**config.mk**
```make
export PLATFORM = sky130hd
export DESIGN_NAME = ex_stage_reg_alu
export DESIGN_NICKNAME = d
export VERILOG_FILES = /design/src/rtl/ex_stage_reg_alu_pkg.sv /design/src/rtl/ex_stage_reg_alu_core.sv /design/src/rtl/ex_stage_reg_alu.sv
export SDC_FILE = /design/constraint.sdc
export NUM_CORES = 1
export LEC_CHECK = 0
export ABC_AREA = 1
export BUFFER_PORTS_ARGS = -buffer_cell sky130_fd_sc_hd__buf_2
export CORE_MARGIN = 1
export CORE_UTILIZATION = 45
export CTS_BUF_LIST = sky130_fd_sc_hd__clkbuf_16
export DETAILED_ROUTE_END_ITERATION = 7
export PLACE_DENSITY = 0.66
export SETUP_SLACK_MARGIN = 0.5
export SYNTH_ARGS = -nofsm -noshare
export SYNTH_HDL_FRONTEND = slang
export SYNTH_SLANG_ARGS = --single-unit
```
**constraint.sdc**
```tcl
create_clock -name clk -period 1.64 [get_ports clk]
set_clock_uncertainty 0.15 [all_clocks]
set_input_delay 0.082 -clock clk [delete_from_list [all_inputs] [get_ports clk]]
set_output_delay 0.082 -clock clk [all_outputs]
set_load 0.01 [all_outputs]
```
**src/rtl/ex_stage_reg_alu_pkg.sv**
```systemverilog
// Shared types and constants for the RV32I execute stage.
// ALU selection codes mirror the shared decode encoding; unlisted codes yield zero.
package ex_stage_reg_alu_pkg;

  localparam int XLEN = 32;
  localparam int RD_W = 5;

  typedef enum logic [3:0] {
    ALU_ADD  = 4'd0,
    ALU_SUB  = 4'd1,
    ALU_SLL  = 4'd2,
    ALU_SLT  = 4'd3,
    ALU_SLTU = 4'd4,
    ALU_XOR  = 4'd5,
    ALU_SRL  = 4'd6,
    ALU_SRA  = 4'd7,
    ALU_OR   = 4'd8,
    ALU_AND  = 4'd9,
    ALU_UI   = 4'd10,
    ALU_PASS = 4'd11
  } alu_op_e;

  // Two's-complement overflow: operands agree in sign, result disagrees.
  function automatic logic add_overflow(input logic sign_a, input logic sign_b,
                                        input logic sign_r);
    add_overflow = (sign_a == sign_b) && (sign_r != sign_a);
  endfunction

endpackage

```
**src/rtl/ex_stage_reg_alu_core.sv**
```systemverilog
// Combinational ALU: result plus Z/C/V/N flags from a 4-bit selection code.
// C and V are only meaningful for ADD/SUB and are forced to 0 otherwise.
module alu_core
  import ex_stage_reg_alu_pkg::*;
#(
  parameter int W = 32
) (
  input  logic [3:0]   alu_sel,
  input  logic [W-1:0] a,
  input  logic [W-1:0] b,
  output logic [W-1:0] result,
  output logic         z,
  output logic         c,
  output logic         v,
  output logic         n
);

  localparam int SHW = $clog2(W);

  logic [W:0]     w_add;
  logic [W:0]     w_sub;
  logic [SHW-1:0] w_shamt;
  logic           w_lt_s;
  logic           w_lt_u;
  logic           w_v_add;
  logic           w_v_sub;

  // SUB reuses the carry convention a + ~b + 1, so carry=1 means no borrow.
  assign w_add   = {1'b0, a} + {1'b0, b};
  assign w_sub   = {1'b0, a} + {1'b0, ~b} + {{W{1'b0}}, 1'b1};
  assign w_shamt = b[SHW-1:0];
  assign w_lt_s  = $signed(a) < $signed(b);
  assign w_lt_u  = a < b;
  assign w_v_add = add_overflow(a[W-1], b[W-1], w_add[W-1]);
  assign w_v_sub = add_overflow(a[W-1], ~b[W-1], w_sub[W-1]);

  // Operation select and flag derivation
  always_comb begin
    result = {W{1'b0}};
    c      = 1'b0;
    v      = 1'b0;
    case (alu_op_e'(alu_sel))
      ALU_ADD: begin
        result = w_add[W-1:0];
        c      = w_add[W];
        v      = w_v_add;
      end
      ALU_SUB: begin
        result = w_sub[W-1:0];
        c      = w_sub[W];
        v      = w_v_sub;
      end
      ALU_SLL:  result = a << w_shamt;
      ALU_SRL:  result = a >> w_shamt;
      ALU_SRA:  result = $unsigned($signed(a) >>> w_shamt);
      ALU_SLT:  result = {{(W-1){1'b0}}, w_lt_s};
      ALU_SLTU: result = {{(W-1){1'b0}}, w_lt_u};
      ALU_XOR:  result = a ^ b;
      ALU_OR:   result = a | b;
      ALU_AND:  result = a & b;
      ALU_UI:   result = b;
      ALU_PASS: result = a;
      default:  result = {W{1'b0}};
    endcase
    z = (result == {W{1'b0}});
    n = result[W-1];
  end

endmodule

```
**src/rtl/ex_stage_reg_alu.sv**
```systemverilog
// Execute stage: ALU plus EX/MEM output register with valid/ready on both sides.
// A flush kills both the held op and any op offered in the same cycle.
module ex_stage_reg_alu
  import ex_stage_reg_alu_pkg::*;
#(
  parameter int XLEN_P = XLEN,
  parameter int RD_W_P = RD_W
) (
  input  logic              clk,
  input  logic              rst,
  input  logic              flush,
  input  logic              in_valid,
  output logic              in_ready,
  input  logic [3:0]        alu_sel,
  input  logic [XLEN_P-1:0] op_a,
  input  logic [XLEN_P-1:0] op_b,
  input  logic [RD_W_P-1:0] rd_in,
  input  logic              wr_en_in,
  output logic              out_valid,
  input  logic              out_ready,
  output logic [XLEN_P-1:0] result,
  output logic              flag_z,
  output logic              flag_c,
  output logic              flag_v,
  output logic              flag_n,
  output logic [RD_W_P-1:0] rd_out,
  output logic              wr_en_out
);

  logic [XLEN_P-1:0] w_result;
  logic              w_z;
  logic              w_c;
  logic              w_v;
  logic              w_n;
  logic              w_in_ready;
  logic              w_accept;

  logic              r_valid;
  logic [XLEN_P-1:0] r_result;
  logic              r_z;
  logic              r_c;
  logic              r_v;
  logic              r_n;
  logic [RD_W_P-1:0] r_rd;
  logic              r_wr_en;

  alu_core #(
    .W (XLEN_P)
  ) u_alu_core (
    .alu_sel (alu_sel),
    .a       (op_a),
    .b       (op_b),
    .result  (w_result),
    .z       (w_z),
    .c       (w_c),
    .v       (w_v),
    .n       (w_n)
  );

  // Empty slot or a slot draining this cycle can take a new op with no bubble.
  assign w_in_ready = ~r_valid | out_ready;
  assign w_accept   = in_valid & w_in_ready;

  // EX/MEM register: flush has priority, then accept, then consume
  always_ff @(posedge clk or posedge rst) begin
    if (rst) begin
      r_valid  <= 1'b0;
      r_result <= {XLEN_P{1'b0}};
      r_z      <= 1'b0;
      r_c      <= 1'b0;
      r_v      <= 1'b0;
      r_n      <= 1'b0;
      r_rd     <= {RD_W_P{1'b0}};
      r_wr_en  <= 1'b0;
    end else if (flush) begin
      r_valid <= 1'b0;
    end else if (w_accept) begin
      r_valid  <= 1'b1;
      r_result <= w_result;
      r_z      <= w_z;
      r_c      <= w_c;
      r_v      <= w_v;
      r_n      <= w_n;
      r_rd     <= rd_in;
      r_wr_en  <= wr_en_in;
    end else if (out_ready) begin
      r_valid <= 1'b0;
    end else begin
      r_valid <= r_valid;
    end
  end

  assign in_ready  = w_in_ready;
  assign out_valid = r_valid;
  assign result    = r_result;
  assign flag_z    = r_z;
  assign flag_c    = r_c;
  assign flag_v    = r_v;
  assign flag_n    = r_n;
  assign rd_out    = r_rd;
  assign wr_en_out = r_wr_en;

endmodule

```
## Yosys cells after proc, flatten, opt, wreduce, memory -nomap -nowiden

Index checks and enable logic that the tools add are counted.

| word-level totals | value |
|---|---|
| flip-flop bits (word level) | 43 |
| output and inout port bits | 44 |
| logic and storage cells | 52 |

| cells by class | value |
|---|---|
| add/subtract/negate cells | 3 |
| magnitude comparators | 2 |
| equality and inequality tests | 15 |
| shift operators | 3 |
| muxes and demuxes | 6 |
| bitwise gates (word level) | 9 |
| reduce and logical (&&, ||, !) cells | 6 |

Operators with widths:

| cell | number |
|---|---|
| one-hot mux 32 bit (12 select lines) | 1 |
| adder 32 x 32 -> 33 bit | 2 |
| < comparator 32 bit | 2 |
| adder 33 x 1 -> 33 bit, second input constant | 1 |
| AND 32 bit | 1 |
| logical NOT 32 bit | 1 |
| inverter 32 bit | 1 |
| bitwise OR 32 bit | 1 |
| << shifter 32 x 5 -> 32 bit | 1 |
| right shift 32 x 5 -> 32 bit | 1 |
| >>> shifter 32 x 5 -> 32 bit | 1 |
| XOR 32 bit | 1 |
| equality test 4 x 3 -> 1 bit, second input constant | 4 |
| equality test 4 bit, second input constant | 4 |
| equality test 4 x 2 -> 1 bit, second input constant | 2 |
| equality test 4 x 1 -> 1 bit, second input constant | 1 |
| logical NOT 4 bit | 1 |
| one-hot mux 1 bit (2 select lines) | 2 |
| two-way mux 1 bit | 3 |
| inverter 1 bit | 3 |
| nonzero test 3 bit | 1 |
| equality test 1 bit | 2 |
| logical AND 1 bit | 2 |
| inequality test 1 bit | 2 |
| 3 further kinds | 3 |

## Depth between registers and ports, before layout

| depth | value |
|---|---|
| depth after elaboration | 6 |
| depth in mapped cells | 23 |
| gate-level depth less buffers | 20 |

## By module

From an unflattened synthesis, not the netlist that was laid out.

| second synthesis, totals | value |
|---|---|
| cell total of the unflattened synthesis | 2490 |
| area total of the unflattened synthesis | 12722.2 um^2 |

By module, submodules not included:

| module | instances | cells an instance | area an instance (um^2) | seq. area each (um^2) |
|---|---|---|---|---|
| alu_core | 1 | 2302 | 11020.6 | 0.0 |
| ex_stage_reg_alu | 1 | 188 | 1701.6 | 1076.0 |

## Least setup slack after synthesis

Ideal clock, no wire load.

| timing path | value |
|---|---|
| kind | input to register |
| from | input op_b[4] |
| to | register r_z (netlist: flag_z) |
| setup time | 75 ps |
| arrival | 2382 ps |
| required time | 1415 ps |
| slack | -967 ps |
| stages on the path | 19 |
| cell sequence | buf_2 -> clkinv_1 -> clkbuf_1 -> ha_1 -> buf_6 -> nor2_1 -> nand2_1 -> nand3b_4 -> nand2_1 -> nand2_1 -> nand2_1 -> nand2_1 -> a21oi_1 -> nor2_1 -> nor2_1 -> nand2_1 -> nor2_1 -> nand3_1 -> o21bai_2 |

| between the ends | value |
|---|---|
| word-level cells in the longest chain between the ends | 5 |
| elaborated cells between the ends (all ways) | 14 |

Ends and longest elaborated chain:

| element | line | source |
|---|---|---|
| start: declaration | ex_stage_reg_alu.sv:16 | `input logic [XLEN_P-1:0] op_b,` |
| inverter 32 bit | ex_stage_reg_alu_core.sv:30 | `assign w_sub = {1'b0, a} + {1'b0, ~b} + {{W{1'b0}}, 1'b1};` |
| adder 32 x 32 -> 33 bit | ex_stage_reg_alu_core.sv:30 |  |
| adder 33 x 1 -> 33 bit | ex_stage_reg_alu_core.sv:30 |  |
| one-hot mux 32 bit (12 select lines) * | ex_stage_reg_alu_core.sv:42 | `case (alu_op_e'(alu_sel))` |
| logical NOT 32 bit * | ex_stage_reg_alu_core.sv:65 | `z = (result == {W{1'b0}});` |
| end signal: assignment | ex_stage_reg_alu.sv:80 | `r_z <= w_z;` |
| end: declaration | ex_stage_reg_alu.sv:40 | `logic r_z;` |

Mark *: on every way between the ends. The rest lies on a longest branch, timed or not.
A chain may end at the register's enable or synchronous reset.

## Final worst setup path

| timing path | value |
|---|---|
| from | input op_b[0] |
| to | register r_result[6] (netlist: result[6]) |

| between the ends | value |
|---|---|
| word-level cells in the longest chain between the ends | 4 |
| elaborated cells between the ends (all ways) | 8 |

Ends and longest elaborated chain:

| element | line | source |
|---|---|---|
| inverter 32 bit | ex_stage_reg_alu_core.sv:30 |  |
| adder 32 x 32 -> 33 bit | ex_stage_reg_alu_core.sv:30 |  |
| adder 33 x 1 -> 33 bit | ex_stage_reg_alu_core.sv:30 |  |
| one-hot mux 32 bit (12 select lines) * | ex_stage_reg_alu_core.sv:42 |  |
| end signal: assignment | ex_stage_reg_alu.sv:68 | `r_result <= {XLEN_P{1'b0}};` |
| end signal: assignment | ex_stage_reg_alu.sv:79 | `r_result <= w_result;` |
| end: declaration | ex_stage_reg_alu.sv:39 | `logic [XLEN_P-1:0] r_result;` |

Marked as above.

==> flow_summary.toml <==
[floorplan]
floorplan.die.height_um = 169
core_region_area_mm2 = 0.0272
row_count = 60
boundaryPins = 123
initial_core_util = 0.463
design.die.area_mm2 = 0.0286
die_width_um = 169

[power_and_ir_drop]
irDropWorstVdd_mv = 0.438
p_sw_w = 0.00564
p_leak_nw = 11.9
intPower_w = 0.00534
power.switching_fraction = 0.514
share_clk_of_total_power = 0.091
p_per_area_mw_per_mm2 = 483
pwr-share-comb = 0.788
p_total_w = 0.0110
seqPwrFrac = 0.121

[global_route]
antenna_violations_before_repair = 5
first_global_vias = 20000
gr-total-overflow = 0
grt_max_degree = 70
global_route_wire_length_before_repair_um = 113000
global_route.usage.total = 0.522

[yosys]
synth_seq_area_share = 0.0836
compound_gate_fraction_of_synth_area = 0.102
post_synth_main_area_contributors = "nand2_1 (24%), nand3_1 (19%), ha_1 (10%)"
synthesis.instances = 2444
post_synth_instance_area_mm2 = 0.0126
synth.yosys.warnings = 0
post-synth-top-area-fraction = 0.243
synth_area_leader_cell = "nand2_1"
synth-simple-area-share = 0.566
syn-num-nets = 2627
synth.distinct_cells = 44
synth.avg_cell_area_um2 = 5.15
postSynthRegisterBits = 42
combinational_family_with_the_most_area_after_synthesis = "simple AND/OR/NAND/NOR gates"
synth_adder_area_share = 0.105
yosys.area_share.xor_xnor = 0.00209
synth.mux.area_fraction = 0

[setup_path]
critical_path.top_delay_family = "buffers and inverters"
reg2reg_to = "flag_z"
end_kind = "register"
r2r_start = "out_valid"
worstPathRequired_ns = 1.65
crit_buf_inv = 10
worstPathCellList = "buf_12 -> ha_4 -> fa_2 -> inv_4 -> buf_12 -> nand3_4 -> nand3_2 -> buf_4 -> xor2_1 -> nor2_1 -> nor2_4 -> buf_4 -> buf_6 -> buf_6 -> buf_6 -> buf_6 -> buf_6 -> a31oi_1"
critical_path_at_ns = 2.69
ff2ff_setup_slack_ns = -0.21
critical_path.most_common_cell = "buf_6"
start_kind = "input port"
timing.reg2reg.worst_path_depth = 9
crit_slowest_cell = "fa_2"
worst-setup-path-type = "in2reg"
critical_path.max_fanout = 5
critical_path.max_stage_delay_ns = 0.37

[timing]
total_of_endpoints_with_negative_setup_slack_in_the_final_report = 35
fmax_mhz = 374
layout_min_cycle_time_ns = 2.68
finalHoldViolations = 43
slew_violations = 0
maxSlewHeadroom = 0.365
worst_slack_ns = -1.04
share_of_the_cycle_needed_by_the_critical_path_after_routing = 1.63
finalSetupTns_ns = -19.63
post_route_hold_slack_ns = -0.172
slew_of_the_pin_with_the_lowest_slew_margin_ns = 0.950
grt_setup_unrepaired = "true"

[place]
pre_cts_setup_slack_ns = -1.39
placedCellCount = 3399
portBuffers = 122
place.gp.congestion = 1.13
dp_hpwl_um = 58500

[job]
number_of_violations_of_the_max_capacitance_limit = 0

[route]
via_per_inst = 6.48
route.antenna.remaining_nets = 0
met1Wirelength_um = 28600
total_wire_length_after_detailed_routing_um = 88600
route.met2.wl_um = 35200
route.top_layer_used = "met5"
drt_drc_violations_left = 8
initialDrtViolationCount = 4148
drt_pre_antenna_iters = 8
met3RoutedLength_um = 14600
wl_per_instance_um = 25.1
vias = 22800

[run_status]
outcome = "finished with violations"
violations_in_the_final_reports = "DRC, hold timing, setup timing"

[final_layout]
filler_cell_count = 1736
layout_net_count = 3337
final_core_utilization = 0.837
areaGrowthSynthToFinish_pct = 80.8
final_cell_mix = "nand2_1 (606), buf_4 (564), nand3_1 (345), inv_1 (213), nand2_2 (181)"
layout-drive-gt1-share = 0.490
layoutNonFillerInstCount = 3527
mostFrequentLayoutCell = "nand2_1"

[clocking]
clk_latency_ns = 0.28
cts_num_sinks = 42
cts.path.max_buffers = 2
tritoncts = "yes"
cts.reportedPaths.clkPinSlew_ns = 0.07
post_cts_hold_buffer_count = 7
clock_tree.htree_level_count = 2
ctsRootBufferMaster = "clkbuf_16"
cts_made_buffers = 5

[hold_path]
worst_hold_path_type = "in2async"
-- sequential cells by signal, indices dropped and copies added (netlist names) --
name,cells
rd_out,5
flag_c,1
flag_z,1
flag_v,1
wr_en_out,1
result,32
out_valid,1
-- cell families after synthesis --
family,Yosys count
xor gates and xnor gates,3
buffers and inverters,425
AOI/OAI and AO/OA,225
and+or+nand+nor,1645
adders and majority gates,104
DFF,42
-- power by group through the flow --
stage	sequential [W]	clock, W	combinational (W)
final	0.00133	0.00100	0.00865
after global routing	0.00134	0.00104	0.00888
after CTS	0.00131	0.000976	0.00689
after detailed placement	0.00132	0	0.00580
after global placement	0.00131	0	0.00573
after floorplan	0.00140	0	0.00279
-- metal layers --
layer | track usage | vias up
met2 | 0.814 | 2382
met1 | 0.635 | 10200
met4 | 0.340 | 4
met5 | 0 | -
li1 | - | 9321
met3 | 0.133 | 979
-- synth_stat cells (all sizes together) --
| cell type | number |
|---|---|
| clkinv | 1 |
| ha | 102 |
| buf | 83 |
| a211oi | 2 |
| o211ai | 15 |
| a21oi | 71 |
| and2 | 5 |
| o21bai | 14 |
| o2111ai | 2 |
| dfrtp | 42 |
| clkbuf | 26 |
| nand3b | 3 |
| xor2 | 3 |
| nor3 | 27 |
| o221ai | 1 |
| nor2 | 247 |
| nor3b | 1 |
| nand4 | 30 |
| nand2 | 852 |
| nand3 | 473 |
| nor4 | 1 |
| inv | 315 |
| or2 | 3 |
| and3 | 3 |
| fa | 2 |
| a21o | 1 |
| o22ai | 38 |
| a31oi | 9 |
| o21a | 1 |
| o21ai | 71 |
-- final cells by class --
| class | instances | area, um2 | share of cell area |
|---|---|---|---|
| clock inverter | 2 | 10.0 | 0.000440 |
| sequential | 42 | 1050 | 0.0462 |
| tap | 372 | 465 | 0.0205 |
| inverter | 316 | 1290 | 0.0570 |
| clock buffer | 5 | 125 | 0.00550 |
| multi-input combinational | 1977 | 12900 | 0.569 |
| timing repair buffer | 812 | 6840 | 0.301 |
| antenna | 1 | 2.50 | 0.000110 |
-- metrics by stage --
step	cell area, um2	hold slack (ns)
6_report	22700	-0.172
5_1_grt	22700	-0.106
4_1_cts	20500	-0.142
3_5_place_dp	17700	0.139
3_3_place_gp	17700	0.129
2_1_floorplan	12800	-0.0765
-- repair_timing --
| action | 4_1_cts | 5_1_grt |
|---|---|---|
| pin swaps | 132 | 188 |
| cloned | 4 | 0 |
| buffers inserted | 50 | 59 |
| setup endpoints to repair | 42 | 42 |
| gates resized for setup | 600 | 432 |
| hold endpoints to repair | 49 | 43 |
-- how the worst max path moves through the flow --
stage                     startpoint   endpoint  slack (ns)  cells after the start
after floorplan              op_b[2]     flag_z       -0.62                     22
after global placement       op_a[6]     flag_z       -1.39                     18
after detailed placement     op_b[3]     flag_z       -1.39                     17
after CTS                    op_b[0]     flag_z       -0.66                     20
after global routing         op_b[0]     flag_z       -1.13                     20
final                        op_b[0]  result[6]       -1.04                     18
-- worst reg2reg max path, stage by stage (launching register included) --
cell	delay, ns
dfrtp_1	0.38
inv_2	0.07
nor2_4	0.04
nor3_4	0.24
nand3_2	0.19
nor2_1	0.22
nand2_1	0.10
nor2_2	0.12
nand3_2	0.12
o21bai_2	0.16
Power figures use the tool's default switching activity.
